--- src/rtl/cmos_cell_driver_if.sv ---
// Request/response bundle between a controller and the CMOS cell stimulus driver.
// The sweep result is named truth_table because "table" is a reserved word.
interface cmos_cell_driver_if;
    logic        start;
    logic        mode;
    logic [3:0]  vec_in;
    logic        ready;
    logic        result;
    logic        result_valid;
    logic [15:0] truth_table;
    logic        done;

    modport master (
        output start, mode, vec_in,
        input  ready, result, result_valid, truth_table, done
    );

    modport slave (
        input  start, mode, vec_in,
        output ready, result, result_valid, truth_table, done
    );
endinterface

--- src/rtl/cmos_cell_driver.sv ---
// Stimulus driver for a 4-input CMOS cell: drives complementary rails from one register,
// waits SETTLE_CYC cycles, then samples the cell output (single vector or 16-vector sweep).
module cmos_cell_driver #(
    parameter int unsigned SETTLE_CYC = 2
) (
    input  logic                      clk,
    input  logic                      rst_n,
    cmos_cell_driver_if.slave         bus,
    output logic                      a,
    output logic                      b,
    output logic                      c,
    output logic                      d,
    output logic                      not_a,
    output logic                      not_b,
    output logic                      not_c,
    output logic                      not_d,
    input  logic                      cell_out
);

    typedef enum logic [1:0] {IDLE = 2'd0, SETTLE = 2'd1, SAMPLE = 2'd2} state_t;

    localparam logic [3:0] LAST_CNT = 4'(SETTLE_CYC - 1);

    state_t      state_q, state_d;
    logic [3:0]  drv_q, drv_d;
    logic [3:0]  cnt_q, cnt_d;
    logic [3:0]  idx_q, idx_d;
    logic        mode_q, mode_d;
    logic        result_q, result_d;
    logic [15:0] table_q, table_d;
    logic        rv_q, rv_d;
    logic        done_q, done_d;
    logic        ready;

    always_ff @(posedge clk or negedge rst_n) begin
        if (!rst_n) begin
            state_q  <= IDLE;
            drv_q    <= 4'h0;
            cnt_q    <= 4'h0;
            idx_q    <= 4'h0;
            mode_q   <= 1'b0;
            result_q <= 1'b0;
            table_q  <= 16'h0000;
            rv_q     <= 1'b0;
            done_q   <= 1'b0;
        end else begin
            state_q  <= state_d;
            drv_q    <= drv_d;
            cnt_q    <= cnt_d;
            idx_q    <= idx_d;
            mode_q   <= mode_d;
            result_q <= result_d;
            table_q  <= table_d;
            rv_q     <= rv_d;
            done_q   <= done_d;
        end
    end

    always_comb begin
        state_d  = state_q;
        drv_d    = drv_q;
        cnt_d    = cnt_q;
        idx_d    = idx_q;
        mode_d   = mode_q;
        result_d = result_q;
        table_d  = table_q;
        rv_d     = 1'b0;
        done_d   = 1'b0;
        unique case (state_q)
            IDLE: begin
                if (bus.start) begin
                    mode_d  = bus.mode;
                    drv_d   = bus.mode ? 4'h0 : bus.vec_in;
                    idx_d   = 4'h0;
                    cnt_d   = 4'h0;
                    state_d = SETTLE;
                end
            end
            SETTLE: begin
                cnt_d = cnt_q + 4'd1;
                if (cnt_q == LAST_CNT) state_d = SAMPLE;
            end
            SAMPLE: begin
                if (!mode_q) begin
                    result_d = cell_out;
                    rv_d     = 1'b1;
                    state_d  = IDLE;
                end else begin
                    table_d[idx_q] = cell_out;
                    // Last vector keeps its rails; the next vector otherwise starts a fresh settle.
                    if (idx_q == 4'hF) begin
                        done_d  = 1'b1;
                        state_d = IDLE;
                    end else begin
                        idx_d   = idx_q + 4'd1;
                        drv_d   = idx_q + 4'd1;
                        cnt_d   = 4'h0;
                        state_d = SETTLE;
                    end
                end
            end
            default: state_d = IDLE;
        endcase
    end

    // Both rails derive from drv_q alone, so they can never agree, even in reset.
    always_comb begin
        ready = (state_q == IDLE);
        {a, b, c, d} = drv_q;
        {not_a, not_b, not_c, not_d} = ~drv_q;
    end

    assign bus.ready        = ready;
    assign bus.result       = result_q;
    assign bus.result_valid = rv_q;
    assign bus.truth_table  = table_q;
    assign bus.done         = done_q;

endmodule
--- src/flat_wrapper.sv ---
// flat-port wrapper written by rule: the top's interface ports become plain ports
module cmos_cell_driver_flat 
#(
    parameter int unsigned SETTLE_CYC = 2
)
  (clk, rst_n, a, b, c, d, not_a, not_b, not_c, not_d, cell_out, bus_start, bus_mode, bus_vec_in, bus_ready, bus_result, bus_result_valid, bus_truth_table, bus_done);
  cmos_cell_driver_if bus_i ();
  input  logic clk;
  input  logic rst_n;
  output logic a;
  output logic b;
  output logic c;
  output logic d;
  output logic not_a;
  output logic not_b;
  output logic not_c;
  output logic not_d;
  input  logic cell_out;
  input wire logic [$bits(bus_i.start)-1:0] bus_start;
  input wire logic [$bits(bus_i.mode)-1:0] bus_mode;
  input wire logic [$bits(bus_i.vec_in)-1:0] bus_vec_in;
  output wire logic [$bits(bus_i.ready)-1:0] bus_ready;
  output wire logic [$bits(bus_i.result)-1:0] bus_result;
  output wire logic [$bits(bus_i.result_valid)-1:0] bus_result_valid;
  output wire logic [$bits(bus_i.truth_table)-1:0] bus_truth_table;
  output wire logic [$bits(bus_i.done)-1:0] bus_done;
  assign bus_i.start = bus_start;
  assign bus_i.mode = bus_mode;
  assign bus_i.vec_in = bus_vec_in;
  assign bus_ready = bus_i.ready;
  assign bus_result = bus_i.result;
  assign bus_result_valid = bus_i.result_valid;
  assign bus_truth_table = bus_i.truth_table;
  assign bus_done = bus_i.done;
  cmos_cell_driver #(.SETTLE_CYC(SETTLE_CYC)) u_core (.clk(clk), .rst_n(rst_n), .bus(bus_i), .a(a), .b(b), .c(c), .d(d), .not_a(not_a), .not_b(not_b), .not_c(not_c), .not_d(not_d), .cell_out(cell_out));
endmodule
--- config.mk ---
export PLATFORM = sky130hd
export DESIGN_NAME = cmos_cell_driver_flat
export DESIGN_NICKNAME = d
export VERILOG_FILES = /design/src/rtl/cmos_cell_driver_if.sv /design/src/rtl/cmos_cell_driver.sv /design/src/flat_wrapper.sv
export SDC_FILE = /design/constraint.sdc
export NUM_CORES = 1
export LEC_CHECK = 0
export CORE_UTILIZATION = 40
export DETAILED_ROUTE_END_ITERATION = 6
export PLACE_DENSITY = 0.68
export SYNTH_ARGS = -nofsm -noshare
export SYNTH_HDL_FRONTEND = slang
export SYNTH_SLANG_ARGS = --single-unit
--- constraint.sdc ---
create_clock -name clk -period 4.5 [get_ports clk]
set_input_delay 0.675 -clock clk [delete_from_list [all_inputs] [get_ports clk]]
set_output_delay 0.675 -clock clk [all_outputs]
set_load 0.02 [all_outputs]
# Word-level counts from Yosys, hierarchy flattened
# Index checks and enable logic that the tools add are counted.
# Widths: inputs -> output; s select.
# word_totals
input_bits,9
elab_cells,56
reg_bits,34
output_inout_bits,28
# classes
n_mux,23
add_sub_neg,2
reduce_logical,10
eq_ne,8
order_cmp,2
bitwise_logic,2
# op_table
operator,count
$mux 4,7
$bwmux 16,1
$pmux 4 s2,2
$pmux 4 s3,1
$add 4x1->4 const B,2
$reduce_and 2->1,4
$reduce_and 4->1,2
$mux 1,7
$mux 2,3
$pmux 2 s3,1
$lt 4x5->1 const B,1
$demux 1 s4,1
$eq 4x1->1 const B,1
$eq 4x4->1 const B,1
$ge 4x1->1 const B,1
$ne 2x1->1 const B,2
$ne 2x2->1 const B,2
$not 4->4,1
$reduce_bool 3->1,1
$eq 2x1->1 const B,1
$eq 2x2->1 const B,1
$logic_not 2->1,1
$reduce_bool 2->1,1
$logic_and 1x1->1,1
$not 1->1,1

# Longest topological paths before layout
# Gate-level depths: netlist of the first run.
# depth
ltp_word,5
mapped_depth,6
ltp_nobuf,5

# Worst setup path after synthesis of the first run
# OpenSTA, ideal clock, no wires.
# synth_timing
path_type,reg2out
startpoint,register u_core.state_q[0]
endpoint,output bus_ready
t_arrival_ps,845
path_slack_ps,2980
t_required_ps,3825
stages_incl_launch_ff,2
path_buffers,0
path_cell_list,dfrtp_1 > nor2_1
# synth_via
elab_chain_cells,1
# synth_rtl
element,line_no,text
"start, declared",cmos_cell_driver.sv:24,"state_t state_q, state_d;"
"start signal, assigned",cmos_cell_driver.sv:47,state_q <= state_d;
$logic_not 2->1,cmos_cell_driver.sv:108,ready = (state_q == IDLE);
"end, declared",flat_wrapper.sv:22,output wire logic [$bits(bus_i.ready)-1:0] bus_ready;
# No other way between the ends.

# Final worst setup path of the first run
# Ends and elaborated chain as after synthesis.

==> flow_metrics.py, run 1 <==
metrics = {
    "yosys": {
        "syn_inst": 151,
        "ys_async_sr_fraction_pct": 100,
        "synth_mux_area_share_pct": 13.3,
        "yosysWarnings": 0,
        "synthSimpleGateAreaFrac_pct": 18.7,
        "synth_compound_area_share_pct": 8.58,
        "synth_top_family_by_area": "simple AND/OR/NAND/NOR gates",
        "synth_nets": 166,
        "syn_area_um2": 1690,
        "synth_edf_count": 0,
        "ys_types": 35,
        "yosys.area_share.xor_xnor_pct": 0.518,
        "yosysSeqAreaShare_pct": 50.3,
        "postSynthAreaPerCell_um2": 11.2,
        "synth_ff_type": "dfrtp_1",
        "synth_fa_ha_area_share_pct": 4.44,
        "ys_ff_latch": 34,
    },
    "worst_setup_path": {
        "path_class": "flip-flop to primary output",
        "cp_data_arrival_time_ps": 1630,
        "timing.critical_path.max_delay_family": "buffers and inverters",
        "cp_slowest_stage_delay_ps": 650,
        "critPathRequiredTime_ps": 3830,
        "worst_path_max_delay_cell": "clkdlybuf4s50_1",
        "start_kind": "flip-flop",
        "path_cells": "nor2_1 -> clkdlybuf4s50_1",
        "worst-path-buf-inv": 1,
        "end_kind": "primary output",
        "worst-path-max-fanout": 8,
    },
    "clock_tree": {
        "htree_levels": 2,
        "cts_tree": "built",
        "cts_max_path_buffers": 2,
        "insertion_delay_ps": 280,
        "holdBufCountCts": 0,
        "cts_sinks": 34,
        "numCtsBuffers": 5,
        "post_cts_buffers": 0,
        "cts_root_buf": "clkbuf_8",
        "clkSlewWorstSetupHoldPaths_ps": 60,
        "post_cts_resized": 0,
    },
    "floorplanning": {
        "io_pins": 37,
        "chipWidth_um": 67.0,
        "coreArea_um2": 4030,
        "rows": 23,
        "die_area_um2": 4490,
        "start_util_pct": 42.0,
        "die_h_um": 67.0,
    },
    "run": {
        "drv_cap": 0,
    },
    "power": {
        "p_leak_nw": 0.956,
        "powerDensity_nw_per_um2": 483,
        "peakVddDrop_uv": 318,
    },
    "global_route": {
        "first_global_vias": 1242,
        "grt_usage_pct": 17.4,
        "grt_max_degree": 35,
        "grt_pass1_wl_mm": 5.63,
        "overflow": 0,
        "antenna_found_initial": 0,
    },
    "timing": {
        "fin_crit_sh_pct": 51.3,
        "fmax_mhz": 433,
        "finalHoldViolations": 0,
        "tightest_slew_ps": 521,
        "slew_headroom_pct": 65.1,
        "slew_viol_final": 0,
        "clock_skew_ps": 7.21,
        "finalSetupViolCount": 0,
        "grt_setup_unrepaired": "no",
        "finalCriticalPeriod_ps": 2310,
        "setup-tns-final_ps": 0,
    },
    "placed_design": {
        "port_buffers": 36,
        "gp_congestion": 0.782,
        "hpwlAfterDp_mm": 2.47,
    },
    "detailed_routing": {
        "num_vias": 1219,
        "ant_nets": 0,
        "wire_per_inst_um": 13.8,
        "drc_errors": 0,
        "vias_per_cell": 5.08,
        "wl_mm": 3.31,
        "first_iter_violations": 28,
        "drt-pass1-iter-count": 4,
    },
    "run_status": {
        "status": "completed",
    },
    "layout": {
        "areaGrowthSynthToFinish_pct": 28.5,
        "antennaDiodeCount": 0,
        "fin_nets": 204,
        "drive_above_1_share_pct": 17.9,
        "final_util_pct": 53.9,
    },
    "hold_path": {
        "hold_path_class": "flip-flop to flip-flop",
    },
}
-- final timing paths --
kind | startpoint | depth (start not counted) | slack, ps | endpoint
min | u_core.bus.truth_table[0] | 1 | 500 | u_core.bus.truth_table[0]
min reg2reg | u_core.bus.truth_table[0] | 1 | 500 | u_core.bus.truth_table[0]
max | u_core.state_q[0] | 2 | 2190 | bus_ready
max in group asynchronous | rst_n | 2 | 3400 | u_core.bus.truth_table[10]
max reg2reg | u_core.idx_q[0] | 4 | 2620 | u_core.drv_q[3]
min in group asynchronous | rst_n | 2 | 800 | u_core.bus.truth_table[5]
-- cells by family after synthesis --
kind of cell,after synthesis
xor gates and xnor gates,1
DFF,34
AOI/OAI and AO/OA,22
adders and majority gates,6
muxes,20
buffers and inverters,14
and+or+nand+nor,54
-- layout by cell type (no fill, tap or decap), types with 6 or more instances in the layout --
| cell type | netlist | routed |
|---|---|---|
| clkbuf_8 | 0 | 6 |
| nand2_1 | 9 | 9 |
| ha_1 | 6 | 6 |
| o21ai_0 | 8 | 8 |
| mux2_2 | 17 | 17 |
| inv_1 | 8 | 8 |
| nor2_1 | 19 | 19 |
| nand3_1 | 7 | 7 |
| clkdlybuf4s50_1 | 0 | 36 |
| dfrtp_1 | 34 | 34 |
-- power breakdown --
group,total [mW],internal [mW],leakage (nW),switching [mW]
Sequential,0.443,0.367,0.455,0.0757
Clock,0.225,0.123,0.0482,0.101
Combinational,0.382,0.181,0.453,0.201
Total,1.05,0.671,0.956,0.378
-- area by class of cell --
cell class	instances	area, um2
flip-flops and latches	34	851
clock inverters	1	5.00
multi-input cells	103	771
well taps	50	62.6
repair buffers	37	368
inverters	8	30.0
fillers	363	1860
clock buffers	7	86.3
-- Yosys cell counts, types with 3 or more instances --
cell type / instances / area, um2
dfrtp_1: 34 / 851
nor2_1: 19 / 71.3
mux2_2: 17 / 191
nand2_1: 9 / 33.8
inv_1: 8 / 30.0
o21ai_0: 8 / 40.0
nand3_1: 7 / 35.0
ha_1: 6 / 75.1
a21oi_1: 4 / 20.0
nand2b_1: 4 / 25.0
mux2_1: 3 / 33.8
nand3_4: 3 / 52.6
nor3_2: 3 / 30.0
-- flip-flops by register name (all words and copies together), names as in the netlist --
register	cells
u_core.bus.result_valid	1
u_core.bus.done	1
u_core.mode_q	1
u_core.bus.truth_table	16
u_core.state_q	2
u_core.bus.result	1
u_core.cnt_q	4
u_core.idx_q	4
u_core.drv_q	4
-- per-layer routing --
layer  track usage, %  part of all wire (%)  wire length (um)  vias to the layer above
li1                 -                     -                 -                      595
met1             20.4                    42              1390                      595
met2             28.9                    52              1720                       24
met3             4.28                   4.3               141                        5
met4             9.57                   1.7                56                        0
met5                0                     0                 0                        -
-- stage by stage --
stage	setup slack [ps]	total power [mW]	instances	hold slack (ps)	cell area, um2
after floorplan	2980	0.682	151	379	1690
after global placement	2410	0.818	232	468	2080
after detailed placement	2390	0.836	232	487	2080
after CTS	2180	1.06	240	502	2170
after global routing	2100	1.12	240	534	2170
final	2190	1.05	240	497	2170
No activity file was read; power rests on OpenSTA's default activity.
==> run 2: changes to the inputs <==
Clock period 4.5 ns to 2.22 ns, I/O delays scaled along.
==> run 2 against run 1 <==
Net effect:
- critical path depth unchanged
- setup slack got worse by 1900 ps
- final cell count grew 0.42%
- register-to-register slack worse by 2100 ps
- sequential share of layout area about the same
- non-clock buffer count up 2
- largest power group unchanged
==> flow_metrics.py, run 2 (synthesis results as in run 1) <==
metrics = {
    "clock_tree": {
        "cts_root_buf": "clkbuf_8",
        "insertion_delay_ps": 280,
        "htree_levels": 2,
        "holdBufCountCts": 0,
        "post_cts_resized": 0,
        "clkSlewWorstSetupHoldPaths_ps": 70,
        "numCtsBuffers": 5,
        "cts_tree": "built",
        "cts_sinks": 34,
        "post_cts_buffers": 0,
        "cts_max_path_buffers": 2,
    },
    "detailed_routing": {
        "wl_mm": 3.52,
        "num_vias": 1230,
        "ant_nets": 0,
        "vias_per_cell": 5.10,
        "drc_errors": 0,
        "drt-pass1-iter-count": 4,
        "wire_per_inst_um": 14.6,
        "first_iter_violations": 65,
    },
    "timing": {
        "clock_skew_ps": 8.18,
        "tightest_slew_ps": 512,
        "setup_ws_ps": 247,
        "fmax_mhz": 507,
        "finalSetupViolCount": 0,
        "setup-tns-final_ps": 0,
        "hold-worst-slack_ps": 455,
        "slew_headroom_pct": 65.8,
        "slew_viol_final": 0,
        "fin_crit_sh_pct": 88.9,
        "grt_setup_unrepaired": "no",
        "finalCriticalPeriod_ps": 1970,
        "finalHoldViolations": 0,
    },
    "layout": {
        "antennaDiodeCount": 0,
        "areaGrowthSynthToFinish_pct": 28.6,
        "drive_above_1_share_pct": 18.8,
        "layout_common_cells": "36 x clkdlybuf4s50_1, 34 x dfrtp_1, 19 x nor2_1, 17 x mux2_2, 9 x nand2_1",
        "seqCellArea_um2": 851,
        "final_common_cell": "clkdlybuf4s50_1",
        "fillers": 373,
        "largest_reg_flops": 16,
        "multiInputGateArea_um2": 771,
        "fin_nets": 206,
    },
    "floorplanning": {
        "coreArea_um2": 4030,
        "chipWidth_um": 67.0,
        "die_area_um2": 4490,
        "start_util_pct": 42.0,
        "die_h_um": 67.0,
        "rows": 23,
        "io_pins": 37,
    },
    "worst_setup_path": {
        "regToRegSetupSlack_ps": 550,
        "end_kind": "primary output",
        "worst-path-max-fanout": 8,
        "start_kind": "flip-flop",
        "cp_data_arrival_time_ps": 1640,
        "path_class": "flip-flop to primary output",
        "critPathRequiredTime_ps": 1890,
    },
    "placed_design": {
        "place_ws_ps": 550,
        "port_buffers": 36,
        "hpwlAfterDp_mm": 2.64,
        "gp_congestion": 0.780,
    },
    "power": {
        "powerDensity_nw_per_um2": 972,
        "p_leak_nw": 0.961,
        "peakVddDrop_uv": 634,
    },
    "global_route": {
        "grt_max_degree": 35,
        "overflow": 0,
        "antenna_found_initial": 0,
        "grt_pass1_wl_mm": 5.75,
        "grt_usage_pct": 17.4,
        "first_global_vias": 1239,
    },
    "hold_path": {
        "hold_path_class": "input port to asynchronous set/reset pin",
    },
    "run": {
        "drv_cap": 0,
    },
    "run_status": {
        "status": "completed",
    },
}
-- run 2: changes by cell type in the layout (fill, tap and decap cells not counted) --
cell,delta
clkbuf_8,-1
clkbuf_1,-1
clkinv_2,+1
buf_4,+2
-- run 2: area by class of cell --
type | count | share of cell area, %
Clock buffer | 5 | 3.16
Tap cell | 50 | 2.88
Timing Repair Buffer | 39 | 17.6
Inverter | 8 | 1.38
Multi-Input combinational cell | 103 | 35.4
Clock inverter | 2 | 0.460
Sequential cell | 34 | 39.1
-- run 2: per-layer routing --
| layer | part of all wire [%] | track usage (%) |
|---|---|---|
| met1 | 43 | 20.8 |
| met5 | 0 | 0 |
| met4 | 1.0 | 6.38 |
| met2 | 53 | 30.0 |
| met3 | 3.5 | 3.77 |
-- run 2: worst paths after layout --
kind | start | depth (start not counted) | to
worst min-delay path | rst_n | 2 | u_core.bus.truth_table[6]
worst min register to register | u_core.bus.truth_table[1] | 1 | u_core.bus.truth_table[1]
min in group clk | u_core.bus.truth_table[1] | 1 | u_core.bus.truth_table[1]
worst max register to register | u_core.state_q[1] | 5 | u_core.bus.truth_table[0]
worst max-delay path | u_core.state_q[0] | 2 | bus_ready
max in group asynchronous | rst_n | 2 | u_core.bus.truth_table[11]
-- run 2: metrics by stage --
stage	utilization (%)	std cells	total power, mW	cell area, um2
2_1_floorplan	-	151	1.38	1690
3_3_place_gp	52.0	234	1.67	2100
3_5_place_dp	52.0	234	1.72	2100
4_1_cts	54.0	241	2.14	2180
5_1_grt	54.0	241	2.25	2180
6_report	54.0	241	2.11	2180
-- run 2: worst max-delay path, stage by stage (launching register included) --
cell and delay [ps]:
dfrtp_1 480, nor2_1 240, clkdlybuf4s50_1 640
-- run 2: power breakdown --
part	total (mW)	internal, mW	switching (mW)
registers	0.903	0.743	0.159
clock network	0.412	0.210	0.202
logic	0.799	0.380	0.419
total	2.11	1.33	0.781
